**src/rtl/sam_seq_pkg.sv**
```systemverilog
// Shared constants and types for the sample-RAM sequencer.
// Opcode values, instruction field offsets, default widths, FSM states.
package sam_seq_pkg;

    localparam int SEQ_ADDR_W = 10;
    localparam int SEQ_DATA_W = 16;

    localparam logic [1:0] OP_NOP      = 2'b00;
    localparam logic [1:0] OP_WRITE    = 2'b01;
    localparam logic [1:0] OP_SETRANGE = 2'b10;
    localparam logic [1:0] OP_GO       = 2'b11;

    localparam int OP_LSB       = 30;
    localparam int WR_ADDR_LSB  = 16;
    localparam int WR_DATA_LSB  = 0;
    localparam int SR_START_LSB = 10;
    localparam int SR_END_LSB   = 0;

    typedef enum logic [1:0] {
        ST_IDLE,
        ST_WRITE,
        ST_READ,
        ST_DRAIN
    } state_t;

endpackage

```
**src/rtl/sam_out_buffer.sv**
```systemverilog
// Two-entry FIFO for stream outputs; head is visible while count != 0.
// Ports: clk, rst (sync, high), push/push_data, pop, head, count.
module sam_out_buffer #(
    parameter int W = 17
) (
    input  logic         clk,
    input  logic         rst,
    input  logic         push,
    input  logic [W-1:0] push_data,
    input  logic         pop,
    output logic [W-1:0] head,
    output logic [1:0]   count
);

    logic [W-1:0] mem [2];
    logic         wr_ptr;
    logic         rd_ptr;
    logic         do_push;
    logic         do_pop;

    assign do_pop  = pop && (count != 2'd0);
    assign do_push = push && ((count != 2'd2) || do_pop);
    assign head    = mem[rd_ptr];

    always_ff @(posedge clk) begin
        if (rst) begin
            mem[0] <= '0;
            mem[1] <= '0;
            wr_ptr <= 1'b0;
            rd_ptr <= 1'b0;
            count  <= 2'd0;
        end else begin
            if (do_push) begin
                mem[wr_ptr] <= push_data;
                wr_ptr      <= ~wr_ptr;
            end
            if (do_pop) begin
                rd_ptr <= ~rd_ptr;
            end
            unique case ({do_push, do_pop})
                2'b10:   count <= count + 2'd1;
                2'b01:   count <= count - 2'd1;
                default: count <= count;
            endcase
        end
    end

endmodule

```
**src/rtl/sam_mem_sequencer.sv**
```systemverilog
// Instruction-driven controller for a single-port sample RAM: writes,
// range setup and read bursts streamed out with valid/ready and last.
// Ports: clk, rst; in_* instruction stream; out_* burst stream;
//        ram_* RAM interface (1-cycle read latency); busy.
module sam_mem_sequencer
    import sam_seq_pkg::*;
#(
    parameter int ADDR_W = SEQ_ADDR_W,
    parameter int DATA_W = SEQ_DATA_W,
    parameter int IN_W   = 32,
    parameter int OUT_W  = 32
) (
    input  logic              clk,
    input  logic              rst,
    input  logic [IN_W-1:0]   in_data,
    input  logic              in_valid,
    output logic              in_ready,
    input  logic              in_last,
    output logic [OUT_W-1:0]  out_data,
    output logic              out_valid,
    input  logic              out_ready,
    output logic              out_last,
    output logic [ADDR_W-1:0] ram_addr,
    output logic [DATA_W-1:0] ram_din,
    output logic              ram_en,
    output logic              ram_we,
    input  logic [DATA_W-1:0] ram_dout,
    output logic              busy
);

    localparam int BUF_W = DATA_W + 1;
    localparam logic [ADDR_W:0] REM_ONE = (ADDR_W+1)'(1);

    state_t state;
    state_t state_nx;

    logic [1:0]        op;
    logic              accept;
    logic              issue;
    logic              pop;
    logic              room;
    logic [2:0]        occ_after;

    logic [ADDR_W-1:0] wr_addr_q;
    logic [DATA_W-1:0] wr_data_q;
    logic [ADDR_W-1:0] range_start_q;
    logic [ADDR_W-1:0] range_end_q;
    logic [ADDR_W-1:0] rd_ptr_q;
    logic [ADDR_W-1:0] span;
    logic [ADDR_W:0]   remaining_q;
    logic              inflight_q;
    logic              inflight_last_q;

    logic              buf_push;
    logic              buf_pop;
    logic [BUF_W-1:0]  buf_head;
    logic [1:0]        buf_count;
    logic [BUF_W-1:0]  sel;

    logic              unused_bits;

    assign unused_bits = ^{in_last, in_data[29:26]};

    assign op     = in_data[OP_LSB +: 2];
    assign accept = in_valid && (state == ST_IDLE);
    assign span   = range_end_q - range_start_q;

    // The word in flight from the RAM is exposed directly, so the
    // first word is visible one cycle after its read is issued.
    assign out_valid = (buf_count != 2'd0) || inflight_q;
    assign pop       = out_valid && out_ready;

    always_comb begin
        sel = '0;
        if (buf_count != 2'd0) begin
            sel = buf_head;
        end else if (inflight_q) begin
            sel = {inflight_last_q, ram_dout};
        end
    end

    assign out_last = sel[DATA_W];
    assign out_data = {{(OUT_W-DATA_W){1'b0}}, sel[DATA_W-1:0]};

    // Only park the returning word when it is not consumed straight away.
    assign buf_push = inflight_q && !(pop && (buf_count == 2'd0));
    assign buf_pop  = pop && (buf_count != 2'd0);

    // Words held or in flight after this cycle's pop must leave a slot.
    assign occ_after = {1'b0, buf_count} + {2'b00, inflight_q}
                     - {2'b00, pop};
    assign room      = occ_after < 3'd2;

    sam_out_buffer #(
        .W (BUF_W)
    ) u_buf (
        .clk       (clk),
        .rst       (rst),
        .push      (buf_push),
        .push_data ({inflight_last_q, ram_dout}),
        .pop       (buf_pop),
        .head      (buf_head),
        .count     (buf_count)
    );

    always_ff @(posedge clk) begin
        if (rst) begin
            state <= ST_IDLE;
        end else begin
            state <= state_nx;
        end
    end

    always_comb begin
        state_nx = state;
        in_ready = 1'b0;
        ram_en   = 1'b0;
        ram_we   = 1'b0;
        ram_addr = '0;
        ram_din  = '0;
        busy     = 1'b0;
        issue    = 1'b0;
        unique case (state)
            ST_IDLE: begin
                in_ready = 1'b1;
                if (accept) begin
                    if (op == OP_WRITE) begin
                        state_nx = ST_WRITE;
                    end else if (op == OP_GO) begin
                        state_nx = ST_READ;
                    end
                end
            end
            ST_WRITE: begin
                ram_we   = 1'b1;
                ram_addr = wr_addr_q;
                ram_din  = wr_data_q;
                state_nx = ST_IDLE;
            end
            ST_READ: begin
                busy = 1'b1;
                if (room) begin
                    issue    = 1'b1;
                    ram_en   = 1'b1;
                    ram_addr = rd_ptr_q;
                    if (remaining_q == REM_ONE) begin
                        state_nx = ST_DRAIN;
                    end
                end
            end
            ST_DRAIN: begin
                busy = 1'b1;
                if (pop && out_last) begin
                    state_nx = ST_IDLE;
                end
            end
            default: begin
                state_nx = ST_IDLE;
            end
        endcase
    end

    always_ff @(posedge clk) begin
        if (rst) begin
            wr_addr_q       <= '0;
            wr_data_q       <= '0;
            range_start_q   <= '0;
            range_end_q     <= '0;
            rd_ptr_q        <= '0;
            remaining_q     <= '0;
            inflight_q      <= 1'b0;
            inflight_last_q <= 1'b0;
        end else begin
            if (accept && (op == OP_WRITE)) begin
                wr_addr_q <= in_data[WR_ADDR_LSB +: ADDR_W];
                wr_data_q <= in_data[WR_DATA_LSB +: DATA_W];
            end
            if (accept && (op == OP_SETRANGE)) begin
                range_start_q <= in_data[SR_START_LSB +: ADDR_W];
                range_end_q   <= in_data[SR_END_LSB +: ADDR_W];
            end
            // One extra bit so a full-memory range counts 1024.
            if (accept && (op == OP_GO)) begin
                rd_ptr_q    <= range_start_q;
                remaining_q <= {1'b0, span} + REM_ONE;
            end
            if (issue) begin
                rd_ptr_q    <= rd_ptr_q + ADDR_W'(1);
                remaining_q <= remaining_q - REM_ONE;
            end
            inflight_q      <= issue;
            inflight_last_q <= issue && (remaining_q == REM_ONE);
        end
    end

endmodule

```
**config.mk**
```make
export PLATFORM = sky130hd
export DESIGN_NAME = sam_mem_sequencer
export DESIGN_NICKNAME = d
export VERILOG_FILES = /design/src/rtl/sam_seq_pkg.sv /design/src/rtl/sam_out_buffer.sv /design/src/rtl/sam_mem_sequencer.sv
export SDC_FILE = /design/constraint.sdc
export NUM_CORES = 1
export LEC_CHECK = 0
export BUFFER_PORTS_ARGS = -buffer_cell sky130_fd_sc_hd__buf_2
export CORE_MARGIN = 5
export CORE_UTILIZATION = 39
export CTS_CLUSTER_DIAMETER = 200
export DETAILED_ROUTE_END_ITERATION = 10
export GPL_TIMING_DRIVEN = 0
export SLEW_MARGIN = 20
export SYNTH_ARGS = -nofsm -noshare
export SYNTH_HDL_FRONTEND = slang
export SYNTH_SLANG_ARGS = --single-unit
```
**constraint.sdc**
```tcl
create_clock -name clk -period 3.45 [get_ports clk]
set_input_delay 0.1725 -clock clk [delete_from_list [all_inputs] [get_ports clk]]
set_output_delay 0.1725 -clock clk [all_outputs]
set_load 0.05 [all_outputs]
```
Word level (Yosys, flattened, before mapping)
Memory sizes are Yosys's and may differ from the RTL's. A register that Yosys moved wholly into a read port is not among the register bits.
Cells that the tools add are included.
Word-level totals
  register bits: 75
  RAM bits: 34
  input bits: 53
  output and inout port bits: 64
  word-level logic and storage cells: 94
  memories: 1
Memories
  u_buf.mem: words 2, width 17, rd ports 1, clocked after Yosys merged registers in 1, write ports 2, line sam_out_buffer.sv:15  | logic [W-1:0] mem [2];
Cells by class
  add/sub/neg operators: 8
  magnitude comparators: 1
  equal/unequal tests: 15
  multiplexer cells: 32
  bitwise logic cells: 2
  reductions and logical operators: 23
Operators by type and width (count)
  two-way mux 17 bit: 3
  two-way mux 10 bit: 3
  two-way mux 11 bit: 2
  one-hot mux 10 bit (2 select lines): 1
  OR reduction 17 bit: 1
  two-way mux 16 bit: 1
  two-way mux 1 bit: 14
  logical AND 1 bit: 12
  two-way mux 2 bit: 6
  adder 10 x 1 -> 11 bit, second input constant: 1
  equality test 11 x 1 -> 1 bit, second input constant: 1
  subtractor 11 x 1 -> 11 bit, second input constant: 1
  adder 10 x 1 -> 10 bit, second input constant: 1
  equality test 2 bit, second input constant: 5
  != test 2 bit, second input constant: 5
  subtractor 10 bit: 1
  one-hot mux 2 bit (4 select lines): 1
  equality test 2 x 1 -> 1 bit, second input constant: 3
  nonzero test 2 bit: 3
  AND reduction 5 bit: 1
  logical NOT 2 bit: 2
  one-hot mux 2 bit (2 select lines): 1
  adder 2 x 1 -> 3 bit: 1
  less-than comparator 3 x 2 -> 1 bit, second input constant: 1
  8 further kinds: 10

Logic depth before layout (Yosys ltp)
Gate-level depths: netlist of the first run.
  word-level depth: 12
  depth in mapped cells: 12
  gate-level depth less buffers: 11

Hierarchy
A second synthesis of the first run with hierarchy kept.
Second synthesis, totals
  cells, all modules: 713
  area, all modules: 6044.5 µm²
Modules (own cells, without submodules)
  sam_mem_sequencer: instances 1, cells each 599, area each 4302.9 µm², sequential area each 1421.4 µm²
  sam_out_buffer: instances 1, cells each 114, area each 1741.7 µm², sequential area each 1121.1 µm²

Least setup slack after synthesis of the first run
No wires, ideal clock.
  path kind: reg-to-output
  from: reg u_buf.count[1]
  to: out ram_addr[0]
  arrival time: 3.753 ns
  required time: 3.277 ns
  setup slack: -0.475 ns
  stages on the path, launching flop included: 11
  path buffers: 2
  path through: dfxtp_1 -> clkbuf_1 -> or3_1 -> and3b_1 -> fa_1 -> xnor2_1 -> nand3_1 -> inv_2 -> clkbuf_1 -> a22oi_1 -> nor2b_1
Between the ends
  cells in the longest elaborated chain, start to end: 7
  elaborated cells on any way between the ends: 8
  classes of those cells: add/sub: 2; order compare: 1; mux: 2; reduce/logical: 3
RTL lines
  start, declared: line sam_out_buffer.sv:12  | output logic [1:0] count
  start signal, assigned: line sam_out_buffer.sv:41  | 2'b10: count <= count + 2'd1;
  start signal, assigned: line sam_out_buffer.sv:42  | 2'b01: count <= count - 2'd1;
  start signal, assigned: line sam_out_buffer.sv:43  | default: count <= count;
  nonzero test 2 bit: line sam_mem_sequencer.sv:70  | assign out_valid = (buf_count != 2'd0) || inflight_q;
  logical OR 1 bit: line sam_mem_sequencer.sv:70
  named net out_valid: line sam_mem_sequencer.sv:20  | output logic out_valid,
  logical AND 1 bit: line sam_mem_sequencer.sv:71  | assign pop = out_valid && out_ready;
  subtractor 3 x 1 -> 3 bit: line sam_mem_sequencer.sv:91  | - {2'b00, pop};
  less-than comparator 3 x 2 -> 1 bit: line sam_mem_sequencer.sv:92  | assign room = occ_after < 3'd2;
  two-way mux 10 bit: line sam_mem_sequencer.sv:142  | if (room) begin
  one-hot mux 10 bit (2 select lines): line sam_mem_sequencer.sv:123  | unique case (state)
  end, declared: line sam_mem_sequencer.sv:23  | output logic [ADDR_W-1:0] ram_addr,
The timed path passes the listed nets, and every way through them passes these cells.

Final worst setup path of the first run
  from: reg u_buf.count[1]
  to: out ram_addr[7]
Between the ends
  cells in the longest elaborated chain, start to end: 7
  elaborated cells on any way between the ends: 8
  classes of those cells: add/sub: 2; order compare: 1; mux: 2; reduce/logical: 3
RTL lines (line)
  branches (longest 3 deep; another with adder 2 x 1 -> 3 bit)
  subtractor 3 x 1 -> 3 bit (*): sam_mem_sequencer.sv:91
  less-than comparator 3 x 2 -> 1 bit (*): sam_mem_sequencer.sv:92
  two-way mux 10 bit (*): sam_mem_sequencer.sv:142
  one-hot mux 10 bit (2 select lines) (*): sam_mem_sequencer.sv:123
Every way passes the cells marked *.

==> results of run 1 <==
==> cell usage after synthesis (2+ instances only) <==
| master | count |
|---|---|
| a22oi_1 | 14 |
| or3_1 | 4 |
| a221oi_1 | 5 |
| edfxtp_1 | 34 |
| buf_6 | 3 |
| o22ai_1 | 3 |
| inv_1 | 18 |
| nand2_1 | 116 |
| xor2_1 | 10 |
| nand3b_1 | 2 |
| o2111ai_1 | 3 |
| nor3_1 | 9 |
| fa_1 | 2 |
| a21o_1 | 2 |
| buf_4 | 16 |
| clkbuf_1 | 33 |
| a21oi_1 | 69 |
| o21ai_1 | 2 |
| nor2_1 | 30 |
| xnor2_1 | 9 |
| or2_2 | 3 |
| o21ai_0 | 41 |
| nor4_1 | 5 |
| and3_1 | 7 |
| a31oi_1 | 4 |
| nor2b_1 | 11 |
| mux2i_1 | 19 |
| nand4b_1 | 2 |
| clkbuf_8 | 3 |
| a211oi_1 | 9 |
| buf_2 | 2 |
| nand4_1 | 2 |
| and2_1 | 52 |
| dfxtp_1 | 76 |
| ha_1 | 18 |
| nor3b_1 | 7 |
| nand3_1 | 30 |
==> kinds of logic after synthesis <==
| logic type | synth area share [%] |
|---|---|
| buf+inv | 6.722 |
| compound gates | 16.92 |
| simple gates | 23.66 |
| fa+ha+maj | 4.412 |
| flops | 42.29 |
| mux | 3.163 |
| other cells | 0.06238 |
| xor+xnor | 2.768 |
==> metal layers <==
metal  wire length, um  GRT usage (%)  vias to the layer above
met5                 0              0                        -
met4               233          4.638                        0
met3              1028          4.389                       15
met2              7612          28.83                      128
met1              7051          22.81                     2437
li1                  -              -                     2658
==> timing repair <==
| action | CTS | global route |
|---|---|---|
| setup endpoints to repair | 12 | 12 |
| setup buffers | 0 | 2 |
| gates resized for setup | 5 | 13 |
==> state kept, by name, indices dropped and copies added, names as in the netlist, named ones only <==
register and count:
inflight_last_q 1, inflight_q 1, range_end_q 10, range_start_q 10
rd_ptr_q 10, remaining_q 11, state 2, u_buf.count 2
u_buf.mem 34, u_buf.rd_ptr 1, u_buf.wr_ptr 1, wr_addr_q 10
wr_data_q 16
==> power breakdown <==
group | total [mW] | switching [mW] | internal (mW)
sequential | 1.60 | 0.129 | 1.47
clock | 0.991 | 0.492 | 0.499
combinational | 1.90 | 1.24 | 0.657
==> layout make-up <==
type / instances / area, sq um
Clock inverter: 7 / 58.81
Fill cell: 1504 / 8000
Clock buffer: 9 / 225.2
Inverter: 19 / 71.32
Tap cell: 188 / 235.2
Buffer: 56 / 335.3
Multi-Input combinational cell: 529 / 3168
Sequential cell: 110 / 2542
Timing Repair Buffer: 96 / 509.2
==> per-stage QoR <==
| stage | setup TNS (ps) | hold WS (ps) | instance area, sq um | std cells | util, % |
|---|---|---|---|---|---|
| after detailed placement | -845.1 | 424.3 | 6815 | 998 | 45.00 |
| after CTS | 0 | 54.73 | 7108 | 1014 | 46.93 |
| after global routing | 0 | 59.59 | 7146 | 1014 | 47.18 |
| after floorplan | 0 | 306.2 | 6095 | 716 | - |
| final | 0 | 61.63 | 7146 | 1014 | 47.18 |
| after global placement | -959.5 | 419.5 | 6795 | 997 | 44.87 |
==> worst paths after layout <==
path         slack [ps]  depth (start not counted)            end            from
max                 210                         11    ram_addr[7]  u_buf.count[1]
min reg2reg         450                          2  wr_data_q[14]   wr_data_q[14]
min                  60                          3   wr_addr_q[9]     in_data[25]
max reg2reg         400                         11    rd_ptr_q[6]  u_buf.count[1]
==> tightest hold or removal path, stage by stage <==
cell and delay [ps]:
buf_2 90, nand2_1 50, a21oi_1 50
==> results.json, run 1 <==
{
  "min_path_type": "primary input to register",
  "synth_top_area_share_pct": 25.31,
  "area_growth_pct": 18.86,
  "cts_hold_buffers": 0,
  "timing.fmax_mhz": 308.3,
  "dieArea_sq_um": 18000,
  "critPathMaxStageDelay_ps": 430,
  "yosys.area.top_type": "dfxtp_1",
  "drv_slew": 0,
  "place_ws_ps": -154.4,
  "avgRoutedWirePerCell_um": 15.71,
  "start_util_pct": 39.69,
  "grt_pass1_vias": 5029,
  "worstSetupStartpointType": "register",
  "drive_above_1_share_pct": 19.85,
  "tightest_slew_ps": 915.0,
  "grt_pass1_wl_um": 25330,
  "power.total_mw": 4.495,
  "synth-edff-count": 34,
  "drtIter0Drc": 273,
  "crit_arrival_ps": 3070,
  "globalplace.congestion": 0.8284,
  "avgSynthCellArea_sq_um": 8.576,
  "synth_seq_area_share_pct": 42.29,
  "rows": 45,
  "wl_um": 15930,
  "p_per_area_nw_per_um2": 629.0,
  "nets": 894,
  "synth_top_flop_cell": "dfxtp_1",
  "synthesis.area_sq_um": 6012,
  "synth_cells": 701,
  "core-area_sq_um": 15150,
  "slowest_stage": "fa_1",
  "final_common_cell": "nand2_1",
  "clock_sinks": 110,
  "antenna_found_initial": 0,
  "synth_cell_types": 63,
  "finClkSkew_ps": 6.927,
  "power_leakage_nw": 2.787,
  "die_w_um": 134.2,
  "finalCritPeriodShare_pct": 94.02,
  "ir_drop_mv": 0.2845,
  "dr.pass1.iters": 4,
  "critPathRequiredTime_ps": 3280,
  "outcome": "finished, final reports clean",
  "via_count": 5238,
  "numCtsBuffers": 9,
  "cp-end-kind": "primary output",
  "clockBufferDepth": 2,
  "vias_per_cell": 5.166,
  "crit_fanout": 10,
  "timing.final.ws_setup_ps": 206.2,
  "setup_viol": 0,
  "ys.warnings.count": 0,
  "finalCriticalPeriod_ps": 3244,
  "synthArstFlopShare_pct": 0,
  "htree_levels": 3,
  "slew_headroom_pct": 38.87,
  "critical_path_class": "register to primary output",
  "cts_root_buffer": "clkbuf_16",
  "io_pins": 117,
  "critPathTopFamily": "simple AND/OR/NAND/NOR gates",
  "mostFrequentLayoutCells": "116 x nand2_1, 88 x buf_2, 76 x dfxtp_1",
  "post-route-drc-count": 0,
  "overflow": 0,
  "path_clk_slew_ps": 70,
  "rsz0062_at_grt": "no",
  "synth_seq_cells": 110,
  "path_cells": "clkbuf_2 -> or3_1 -> and3b_1 -> fa_1 -> xnor2_2 -> nand3_2 -> inv_2 -> buf_4 -> a22oi_1 -> nor2b_2 -> buf_2",
  "drv_cap": 0,
  "diodes": 0,
  "ys_top_cells_by_area": "dfxtp_1 25%, edfxtp_1 17%, nand2_1 7.2%, a21oi_1 5.7%, and2_1 5.4%",
  "grt_max_degree": 20,
  "portBuffers": 93,
  "clock_latency_ps": 350,
  "die_h_um": 134.2,
  "dp_hpwl_um": 12250,
  "grtUsageTotal_pct": 17.43,
  "hold_viol": 0,
  "ant_nets": 0,
  "cp.buffers_inverters": 4,
  "cts_tree": "yes"
}
Power figures use the tool's default switching activity.
==> run 2, diff against run 1 <==
- CELL_PAD_IN_SITES_DETAIL_PLACEMENT: unset -> 0
- CELL_PAD_IN_SITES_GLOBAL_PLACEMENT: unset -> 2
- CORE_UTILIZATION: 39 -> 33
- PLACE_DENSITY_LB_ADDON: unset -> 0.1
==> run 2 against run 1 <==
Against the previous run:
- non-clock buffer count rose by 1
- sequential share of layout area fell by 0.58 points
- cell area rose by 1.6%
- core utilization fell by 6.7 points
- sequential power barely moved
- global-route usage fell by 0.96 points
- die area rose by 17%
- via count rose by 0.48%
- sequential cell count did not move
- first-iteration DRC count fell by 13%
- routed wire length rose by 10%
- worst setup slack got worse by 38 ps
- critical path type unchanged
==> results.json, run 2 (synthesis results as in run 1) <==
{
  "numCtsBuffers": 9,
  "path_cells": "clkbuf_2 -> or3_1 -> and3b_1 -> fa_1 -> xnor2_2 -> nand3_2 -> inv_2 -> clkbuf_4 -> a22oi_1 -> nor2b_2 -> buf_2",
  "timing.fmax_mhz": 304.7,
  "portBuffers": 93,
  "top_register": "u_buf.mem",
  "dr.pass1.iters": 5,
  "finalCriticalPeriod_ps": 3282,
  "critPathRequiredTime_ps": 3280,
  "min-delay-start": "in_data[22]",
  "power.share.switching_pct": 40.83,
  "via_count": 5263,
  "min_path_type": "primary input to register",
  "ant_nets": 0,
  "cp.buffers_inverters": 4,
  "dp_hpwl_um": 13440,
  "post-route-drc-count": 0,
  "min_to": "wr_addr_q[6]",
  "p_seq_share_pct": 34.0,
  "die_h_um": 145.0,
  "mostFrequentLayoutCells": "116 x nand2_1, 87 x buf_2, 76 x dfxtp_1",
  "io_pins": 117,
  "core-area_sq_um": 17960,
  "htree_levels": 3,
  "critical_path_class": "register to primary output",
  "finalCritPeriodShare_pct": 95.13,
  "dieArea_sq_um": 21020,
  "slowest_stage": "fa_1",
  "ir_drop_mv": 0.2996,
  "area_growth_pct": 20.81,
  "crit_arrival_ps": 3110,
  "diodes": 0,
  "clock_latency_ps": 360,
  "p_per_area_nw_per_um2": 649.0,
  "avgRoutedWirePerCell_um": 16.59,
  "nets": 895,
  "slew_headroom_pct": 34.60,
  "drive_above_1_share_pct": 19.95,
  "rsz0062_at_grt": "no",
  "clock_sinks": 110,
  "worstSetupStartpointType": "register",
  "wl_um": 17520,
  "largestRegisters": "u_buf.mem x34, wr_data_q x16, remaining_q x11",
  "vias_per_cell": 4.984,
  "p_switching_mw": 1.925,
  "overflow": 0,
  "start_util_pct": 33.47,
  "p_comb_share_pct": 41.0,
  "setup_viol": 0,
  "finClkSkew_ps": 9.910,
  "timing.final.ws_setup_ps": 168.0,
  "r2r-end": "rd_ptr_q[6]",
  "grtUsageTotal_pct": 16.47,
  "grt_pass1_vias": 5311,
  "antenna_found_initial": 1,
  "grt_pass1_wl_um": 28170,
  "largest_reg_flops": 34,
  "clockBufferDepth": 2,
  "crit_fanout": 10,
  "cts_hold_buffers": 0,
  "reg2reg_depth": 11,
  "cts_tree": "yes",
  "drv_slew": 0,
  "final_common_cell": "nand2_1",
  "rrSetupSlack_ps": 390,
  "worstHoldPathCells": 3,
  "rows": 49,
  "path_clk_slew_ps": 80,
  "critPathMaxStageDelay_ps": 430,
  "drtIter0Drc": 238,
  "grt_max_degree": 21,
  "globalplace.congestion": 0.8394,
  "drv_cap": 0,
  "hold_viol": 0,
  "tightest_slew_ps": 978.9,
  "clkPwrFrac_pct": 25.0,
  "critPathTopFamily": "simple AND/OR/NAND/NOR gates",
  "die_w_um": 145.0,
  "timing.rr.start": "u_buf.count[1]",
  "place_ws_ps": -272.1,
  "cp-end-kind": "primary output",
  "outcome": "finished, final reports clean",
  "final_util_pct": 40.43,
  "power.internal_mw": 2.789,
  "power_leakage_nw": 2.834,
  "cts_root_buffer": "clkbuf_16"
}
## run 2: cell types whose count changed in the layout (fill, tap and decap cells not counted)
cell        delta
buf_6          -1
clkbuf_4       -2
inv_8          +2
buf_2          -1
clkinvlp_4     -4
buf_8          +1
bufinv_16      +2
buf_4          +4
## run 2: layer usage
| layer | share of wire [%] | global-route usage (%) |
|---|---|---|
| met5 | 0.040 | 0 |
| met4 | 1.7 | 4.991 |
| met1 | 44 | 20.49 |
| met2 | 50 | 28.87 |
| met3 | 4.7 | 3.149 |
## run 2: how the worst max path moves through the flow
stage                    from     endpoint  slack (ps)  depth (start not counted)
2_1_floorplan  u_buf.count[1]  ram_addr[0]          90                         10
3_3_place_gp       inflight_q  ram_addr[8]        -270                         11
3_5_place_dp       inflight_q  ram_addr[8]        -270                         11
4_1_cts        u_buf.count[1]  ram_addr[9]          20                         11
5_1_grt        u_buf.count[1]  ram_addr[6]           2                         11
6_report       u_buf.count[1]  ram_addr[6]         170                         11
## run 2: worst register-to-register path: cells and delay by family, from the launching register on
family	cells	cell delay (ps)
DFF	1	330
AOI/OAI and AO/OA	2	440
adders and majority gates	1	430
and+or+nand+nor	5	980
xor gates and xnor gates	1	200
buffers and inverters	2	570
## run 2: stage by stage
step	TNS [ps]	std cells	hold WS (ps)	power, mW	instance area, sq um
4_1_cts	0	1057	28.32	4.765	7243
3_5_place_dp	-1712	1039	425.0	3.541	6870
2_1_floorplan	0	716	306.2	3.019	6095
6_report	0	1056	43.61	4.714	7263
5_1_grt	0	1056	37.77	5.022	7263
3_3_place_gp	-1724	1038	420.1	3.518	6847
## run 2: what timing repair did
| action | in CTS | in global routing |
|---|---|---|
| cloned | 0 | 0 |
| resized for setup | 10 | 10 |
| endpoints found under the setup margin | 14 | 12 |
| setup buffers | 2 | 0 |
## run 2: area by class of cell
class / count / area, sq um
Sequential cell: 110 / 2542
Tap cell: 229 / 286.5
Inverter: 19 / 71.32
Clock inverter: 7 / 111.4
Timing Repair Buffer: 96 / 518.0
Multi-Input combinational cell: 529 / 3168
Clock buffer: 9 / 225.2
Buffer: 57 / 340.3
Fill cell: 1875 / 10700
## run 2: power by group through the flow
stage	Combinational, mW	Sequential (mW)	Clock, mW
after floorplan	1.43	1.59	0
after global placement	1.90	1.62	0
after detailed placement	1.92	1.62	0
after CTS	1.95	1.60	1.22
after global routing	2.14	1.62	1.26
final	1.93	1.60	1.18
